**src/rtl/reg_slice_pkg.sv**
```systemverilog
// Shared types and helpers for the multi-channel register slice.
// Holds the occupancy-encoded state type and channel slicing arithmetic.
package reg_slice_pkg;

  // State encoding doubles as the occupancy level.
  typedef enum logic [1:0] {
    EMPTY = 2'd0,
    BUSY  = 2'd1,
    FULL  = 2'd2
  } state_t;

  localparam int LEVEL_W = 2;

  // Low bit index of channel k in a packed word of w-bit channels.
  function automatic int chan_lo(input int k, input int w);
    return k * w;
  endfunction

endpackage

```
**src/rtl/reg_slice_skid_core.sv**
```systemverilog
// Width-generic 2-entry skid buffer with registered ready and a
// completed-transfer counter.
module reg_slice_skid_core
  import reg_slice_pkg::*;
#(
  parameter int DW    = 16,
  parameter int CNT_W = 16
) (
  input  logic               clk,
  input  logic               rst,
  input  logic               in_valid,
  output logic               in_ready,
  input  logic [DW-1:0]      in_data,
  output logic               out_valid,
  input  logic               out_ready,
  output logic [DW-1:0]      out_data,
  output logic [LEVEL_W-1:0] level,
  output logic [CNT_W-1:0]   xfer_cnt
);

  state_t           state_reg, state_next;
  logic [DW-1:0]    main_reg, main_next;
  logic [DW-1:0]    skid_reg, skid_next;
  logic             in_ready_reg;
  logic [CNT_W-1:0] cnt_reg;
  logic             in_fire;
  logic             out_fire;

  assign in_fire  = in_valid & in_ready_reg;
  assign out_fire = out_valid & out_ready;

  always_comb begin
    state_next = state_reg;
    main_next  = main_reg;
    skid_next  = skid_reg;
    case (state_reg)
      EMPTY: begin
        if (in_fire) begin
          state_next = BUSY;
          main_next  = in_data;
        end
      end
      BUSY: begin
        if (in_fire && out_fire) begin
          main_next = in_data;
        end else if (in_fire) begin
          state_next = FULL;
          skid_next  = in_data;
        end else if (out_fire) begin
          state_next = EMPTY;
        end
      end
      FULL: begin
        // in_ready is low here, so only the consumer can make progress.
        if (out_fire) begin
          state_next = BUSY;
          main_next  = skid_reg;
        end
      end
      default: state_next = EMPTY;
    endcase
  end

  always_ff @(posedge clk) begin
    if (rst) begin
      state_reg    <= EMPTY;
      main_reg     <= '0;
      skid_reg     <= '0;
      in_ready_reg <= 1'b1;
      cnt_reg      <= '0;
    end else begin
      state_reg    <= state_next;
      main_reg     <= main_next;
      skid_reg     <= skid_next;
      in_ready_reg <= (state_next != FULL);
      if (out_fire) begin
        cnt_reg <= cnt_reg + CNT_W'(1);
      end
    end
  end

  assign in_ready  = in_ready_reg;
  assign out_valid = (state_reg != EMPTY);
  assign out_data  = main_reg;
  assign level     = LEVEL_W'(state_reg);
  assign xfer_cnt  = cnt_reg;

endmodule

```
**src/rtl/multi_channel_reg_slice.sv**
```systemverilog
// Multi-channel register slice: per-channel capture mask merged against the
// last accepted word, then buffered through a 2-entry skid core.
module multi_channel_reg_slice
  import reg_slice_pkg::*;
#(
  parameter int WIDTH  = 8,
  parameter int NUM_CH = 2,
  parameter int CNT_W  = 16
) (
  input  logic                    clk,
  input  logic                    rst,
  input  logic                    in_valid,
  output logic                    in_ready,
  input  logic [NUM_CH*WIDTH-1:0] in_data,
  input  logic [NUM_CH-1:0]       in_chan_en,
  output logic                    out_valid,
  input  logic                    out_ready,
  output logic [NUM_CH*WIDTH-1:0] out_data,
  output logic [LEVEL_W-1:0]      level,
  output logic [CNT_W-1:0]        xfer_cnt
);

  logic [NUM_CH*WIDTH-1:0] last_reg;
  logic [NUM_CH*WIDTH-1:0] merged;
  logic                    in_fire;

  assign in_fire = in_valid & in_ready;

  // Masked-off channels repeat their previous value; last only moves on accept.
  generate
    for (genvar gi = 0; gi < NUM_CH; gi++) begin : g_chan
      assign merged[chan_lo(gi, WIDTH) +: WIDTH] =
        in_chan_en[gi] ? in_data[chan_lo(gi, WIDTH) +: WIDTH]
                       : last_reg[chan_lo(gi, WIDTH) +: WIDTH];

      always_ff @(posedge clk) begin
        if (rst) begin
          last_reg[chan_lo(gi, WIDTH) +: WIDTH] <= '0;
        end else if (in_fire) begin
          last_reg[chan_lo(gi, WIDTH) +: WIDTH] <= merged[chan_lo(gi, WIDTH) +: WIDTH];
        end
      end
    end
  endgenerate

  reg_slice_skid_core #(
    .DW    (NUM_CH * WIDTH),
    .CNT_W (CNT_W)
  ) u_core (
    .clk       (clk),
    .rst       (rst),
    .in_valid  (in_valid),
    .in_ready  (in_ready),
    .in_data   (merged),
    .out_valid (out_valid),
    .out_ready (out_ready),
    .out_data  (out_data),
    .level     (level),
    .xfer_cnt  (xfer_cnt)
  );

endmodule

```
**config.mk**
```make
export PLATFORM = sky130hd
export DESIGN_NAME = multi_channel_reg_slice
export DESIGN_NICKNAME = d
export VERILOG_FILES = /design/src/rtl/reg_slice_pkg.sv /design/src/rtl/reg_slice_skid_core.sv /design/src/rtl/multi_channel_reg_slice.sv
export SDC_FILE = /design/constraint.sdc
export NUM_CORES = 1
export LEC_CHECK = 0
export CAP_MARGIN = 15
export CORE_MARGIN = 2
export CORE_UTILIZATION = 40
export CTS_CLUSTER_DIAMETER = 60
export DETAILED_ROUTE_END_ITERATION = 12
export GPL_TIMING_DRIVEN = 0
export SLEW_MARGIN = 30
export SYNTH_ARGS = -nofsm -noshare
export SYNTH_HDL_FRONTEND = slang
export SYNTH_SLANG_ARGS = --single-unit
```
**constraint.sdc**
```tcl
create_clock -name clk -period 2 [get_ports clk]
set_clock_uncertainty 0.2 [all_clocks]
set_input_delay 0.6 -clock clk [delete_from_list [all_inputs] [get_ports clk]]
set_output_delay 0.6 -clock clk [all_outputs]
set_load 0.05 [all_outputs]
```
# --- Yosys cells after proc, flatten, opt, wreduce, memory -nomap -nowiden ---
# Cells that the tools add are included.
totals:
  latchBits: 0
  mem_bits_ro: 0
  ff_bits: 67
  input_bits: 22
  mem_bits_rw: 0
  wordCells: 35
  out_inout_bits: 36
  mem_count: 0
classes:
  n_eq_ne: 6
  n_lt_le_gt_ge: 0
  mul: 0
  bitwise_logic: 3
  muxes: 12
  n_div: 0
  n_reduce_logical: 6
  shift: 0
  addsub: 1
op_table:
  columns: ["cell", "n"]
  rows:
  - ["16-bit two-way mux", 3]
  - ["16-bit one-hot mux with 3 select lines", 1]
  - ["16-bit by 1-bit adder with 16-bit output (second input constant)", 1]
  - ["8-bit two-way mux", 2]
  - ["2-bit two-way mux", 5]
  - ["2-bit by 1-bit inequality test with 1-bit output (second input constant)", 3]
  - ["2-bit one-hot mux with 3 select lines", 1]
  - ["4-bit AND reduction", 1]
  - ["3-bit AND reduction", 1]
  - ["3-bit nonzero test", 1]
  - ["1-bit AND", 2]
  - ["2-bit by 1-bit equality test with 1-bit output (second input constant)", 1]
  - ["2-bit equality test (second input constant)", 1]
  - ["2-bit zero test", 1]
  - ["2-bit inequality test (second input constant)", 1]
  - ["2-bit nonzero test", 1]
  - ["1-bit logical AND", 1]
  - ["1-bit NOT", 1]

# --- Logic depth before layout (Yosys ltp) ---
logic_depth:
  word_depth: 7
  mapped_depth: 7
  depth_no_buf: 5

# --- Hierarchy ---
# A second synthesis with hierarchy kept.
unflattened:
  hier_cells: 318
  area_unflattened_um2: 3218.1
by_module_without_submodules:
  columns: ["module", "cells_each", "instances", "area_each_um2", "seq_area_each_um2"]
  rows:
  - ["reg_slice_skid_core", 229, 1, 2288.4, 1021.0]
  - ["multi_channel_reg_slice", 89, 1, 929.6, 320.3]

# --- Worst setup path before layout ---
# No wires, ideal clock.
synth_path:
  kind: "register to register"
  start: "register u_core.cnt_reg[0], in the netlist u_core.xfer_cnt[0]"
  end: "register u_core.cnt_reg[14], in the netlist u_core.xfer_cnt[14]"
  stages_incl_launch_ff: 6
  slack_ns: -0.036
  t_arrival_ns: 1.704
  period_less_slack_ns: 2.036
  path_buffers: 0
  setup_ns: 0.132
  cell_sequence: "dfxtp_1 -> ha_1 -> nand3_1 -> nor4_4 -> a31o_2 -> a21oi_1"
synth_between:
  elab_chain_cells: 1
synth_rtl:
  columns: ["item", "line", "text"]
  rows:
  - ["start: declaration", "reg_slice_skid_core.sv:25", "logic [CNT_W-1:0] cnt_reg;"]
  - ["start signal: assignment", "reg_slice_skid_core.sv:77", "cnt_reg <= cnt_reg + CNT_W'(1);"]
  - ["16-bit by 1-bit adder with 16-bit output", "reg_slice_skid_core.sv:77", null]
# No other way between the ends.
# A chain may end at the register's enable or synchronous reset.

# --- Final worst setup path ---
layout_path:
  start: "register u_core.state_reg[1], in the netlist u_core.level[1]"
  end: "output out_valid"
layout_between:
  elab_chain_cells: 1
layout_rtl:
  columns: ["item", "line", "text"]
  rows:
  - ["start: declaration", "reg_slice_skid_core.sv:21", "state_t state_reg, state_next;"]
  - ["start signal: assignment", "reg_slice_skid_core.sv:72", "state_reg <= state_next;"]
  - ["2-bit nonzero test", "reg_slice_skid_core.sv:83", "assign out_valid = (state_reg != EMPTY);"]
  - ["end: declaration", "multi_channel_reg_slice.sv:16", "output logic out_valid,"]
# No other way between the ends.

==> summary.txt <==
Yosys
  – Yosys warning count: 0
  – Syn avg cell area: 9.10 sq um
  – Syn Std Cell Area: 2870 sq um
  – #FFs+latches synth: 67
  – Synth top area share: 0.468
  – Area contributors post-synth: dfxtp_1, a211oi_1, mux2i_1
  – Count of different cell masters after synthesis: 39
  – Seq/Total Area, Yosys: 0.468
  – Net count after synthesis: roughly 340
  – Post-Syn Instances: ~320
  – Synth area leader: dfxtp_1

Clock tree
  – Htree depth: 3
  – CTS sink cnt: 67
  – Clock root buffer: clkbuf_8
  – Clock Path Buffers: 2
  – Total CTS buffers: 9
  – Skew-Pair Late Insertion Delay: ~0.34 ns
  – Hold buffer count at cts: 0
  – Clk slew on worst S/H paths: around 0.070 ns
  – CTS tree: yes

Detailed routing
  – Final ANT Viol Nets: 0
  – Highest metal used: met4
  – Total wire length: approximately 6700 microns
  – Drt initial violations: 130
  – Wl on met1: approximately 3200 microns
  – Post-DR wirelength/cell: about 14 microns
  – DRC viols: 0
  – Metal3 WL: 270 microns
  – Total number of vias: approximately 2.4k
  – Via density: around 5.1
  – First-pass DRT Iterations: 4
  – WL met2: approximately 3100 microns

STA
  – Final Slew Violations: 0
  – Worst slew pin tran: 0.575 ns
  – Fin. Hold Viols: 0
  – Fin crit share: 0.991
  – Max Clock Freq: 505 MHz
  – Setup WS post-layout: between 0.015 and 0.02 ns
  – Setup TNS: 0 ns
  – RSZ-0062 raised after global routing: true
  – Crit path time final: a little under 2 ns
  – Slew HR: 0.614
  – Hold slack: 0.254 ns
  – Final Setup Violations: 0

Worst setup path
  – Slowest stage cell, crit path: dfxtp_2
  – CP cell instances: buf_6 > or2_4 > buf_8
  – CP top delay family: flip-flops
  – Crit path largest cell delay: about 0.33 ns
  – Reg2Reg Depth: 5
  – Crit path DAT: approximately 1.2 ns
  – FF-to-FF Start: u_core.level[0]
  – Critical path data required time: ~1.2 ns
  – CP Capture Type: primary output
  – Crit path from: u_core.level[1]
  – Critical path type: reg -> out
  – CP max FO: 10
  – Capture point of the worst reg-to-reg path: u_core.out_data[10]
  – R2R setup slack: 0.15 ns
  – Buffer and inverter count on the worst path: 2
  – Critical path launch point type: register

Power
  – Clk pwr share: 0.394
  – Leak: 1.46 nW
  – Power Density: 849 nW/um^2
  – Worst vdd ir: a little under 0.0004 V
  – P_int: between 2 and 2.5 mW
  – Psw: 863 uW
  – Sw frac: 0.271
  – Comb pwr share: 0.153
  – Reg power frac: 0.453
  – Power Total: 3.18 mW

Final layout
  – Finished Cell Area: approximately 3700 sq um
  – Post-layout nets: between 400 and 500
  – Area of the multi-input gates: ~1400 sq um
  – Layout Utilization: 0.546
  – Non-Filler Instances: 479
  – Share of cells above drive strength 1: 0.217
  – Fillers: between 600 and 700
  – Most frequent cells in the layout: dfxtp_1, nor2_1, nand2_1
  – Sequential Area: roughly 1300 sq um
  – Area Overhead vs Synth: 30.7%
  – Diodes inserted: 0
  – Most common cell after layout, fill and taps aside: dfxtp_1

Global route
  – All-Layer GR Usage: 0.179
  – Number of global-route vias before repair: between 2k and 2.5k
  – Total global routing overflow: 0
  – Initial antenna violation count: 0
  – Pin count of the biggest net entering global routing: 13
  – Global-route wire length before repair: between 10000 and 15000 microns

Hold path
  – Hold Path Origin: u_core.out_data[3]
  – Hold EP: u_core.out_data[3]
  – Hold depth: 2
  – Worst Hold Class: reg -> reg

Die
  – CORE AREA: slightly below 7000 sq um
  – DIE WIDTH: just under 90 microns
  – Die ar.: 7860 sq um
  – Die extent in y: ~89 microns
  – Starting density of the core: 0.417
  – IO Pins: 58
  – Row count: 30

Place
  – DP Area: approximately 3500 sq um
  – IO Port Bufs: 53
  – Pre-CTS setup slack: -0.482 ns
  – Total instance count after detailed placement: ~460
  – GPL Wtd Cong: between 0.7 and 0.8
  – Post-DP HPWL: roughly 4800 microns

Run
  – MaxCap Viol Count: 0

Outcome
  – Status: complete, no violations
==> repair_timing <==
item                       CTS  global route
gates cloned                 0             0
buffers inserted             1             0
pin swaps                    1             2
resized for setup          100            42
setup endpoints to repair   60            56
==> worst register-to-register path: stages (launching register included) <==
cell	delay, ns
dfxtp_1	0.49
nand2b_1	0.15
clkbuf_1	0.22
clkbuf_1	0.40
o211ai_1	0.17
a21oi_1	0.16
==> power by group through the flow <==
stage	combinational [mW]	clock (mW)	sequential, mW
finish	0.486	1.26	1.44
global route	0.527	1.36	1.45
detailed placement	0.485	0	1.47
global placement	0.483	0	1.47
CTS	0.480	1.29	1.44
floorplan	0.233	0	1.57
==> how the worst max path moves through the flow <==
stage | end | slack (ns) | cells after the start
after detailed placement | last_reg[9] | -0.48 | 6
final | out_valid | 0.02 | 3
after global routing | out_valid | -0.02 | 3
after CTS | out_valid | -0.25 | 3
after floorplan | u_core.xfer_cnt[6] | 0.006 | 4
after global placement | last_reg[11] | -0.48 | 6
==> cell type report <==
class | instances | area share
clock buffers | 10 | 0.0367
flip-flops and latches | 67 | 0.359
well taps | 96 | 0.0320
inverters | 3 | 0.00300
multi-input cells | 220 | 0.374
clock inverters | 6 | 0.0237
plain buffers | 23 | 0.0404
repair buffers | 54 | 0.131
==> cells in the mapped netlist <==
| cell type | number |
|---|---|
| nand3b_1 | 1 |
| nand3_1 | 5 |
| xor2_1 | 7 |
| clkbuf_8 | 3 |
| and2_2 | 1 |
| and4_1 | 1 |
| xnor2_1 | 2 |
| inv_1 | 3 |
| nor4_4 | 1 |
| buf_6 | 1 |
| clkbuf_1 | 13 |
| nand4_4 | 1 |
| buf_4 | 1 |
| nand2b_1 | 1 |
| nor2b_4 | 1 |
| and3b_2 | 1 |
| o2111a_2 | 1 |
| o31a_2 | 1 |
| or3_1 | 4 |
| clkbuf_4 | 1 |
| nand4_1 | 4 |
| nor3_1 | 1 |
| or2_2 | 1 |
| nor2_1 | 43 |
| a211oi_1 | 33 |
| nand2_1 | 38 |
| mux2i_1 | 18 |
| ha_1 | 1 |
| o21ai_0 | 4 |
| o211ai_1 | 16 |
| buf_2 | 6 |
| o31ai_4 | 1 |
| a21oi_1 | 23 |
| and2_1 | 2 |
| a31o_2 | 2 |
| dfxtp_1 | 67 |
| o21ai_1 | 1 |
| o22a_2 | 1 |
| and3_1 | 3 |
==> cell families (layout without fill, tap and decap cells) <==
kind of cell,after synthesis,in the layout,share of synthesized area
compound gates,83,83,0.202
xor+xnor,9,9,0.0275
fa+ha+maj,1,1,0.00436
buf+inv,28,96,0.0550
flops,67,67,0.468
mux,18,18,0.0628
simple gates,109,109,0.181
==> layer usage <==
metal | vias up | GRT usage
li1 | 1249 | -
met1 | 1127 | 0.235
met2 | 55 | 0.283
met3 | 7 | 0.0364
met4 | 0 | 0.0826
met5 | - | 0
(Power assumes the default switching activity.)
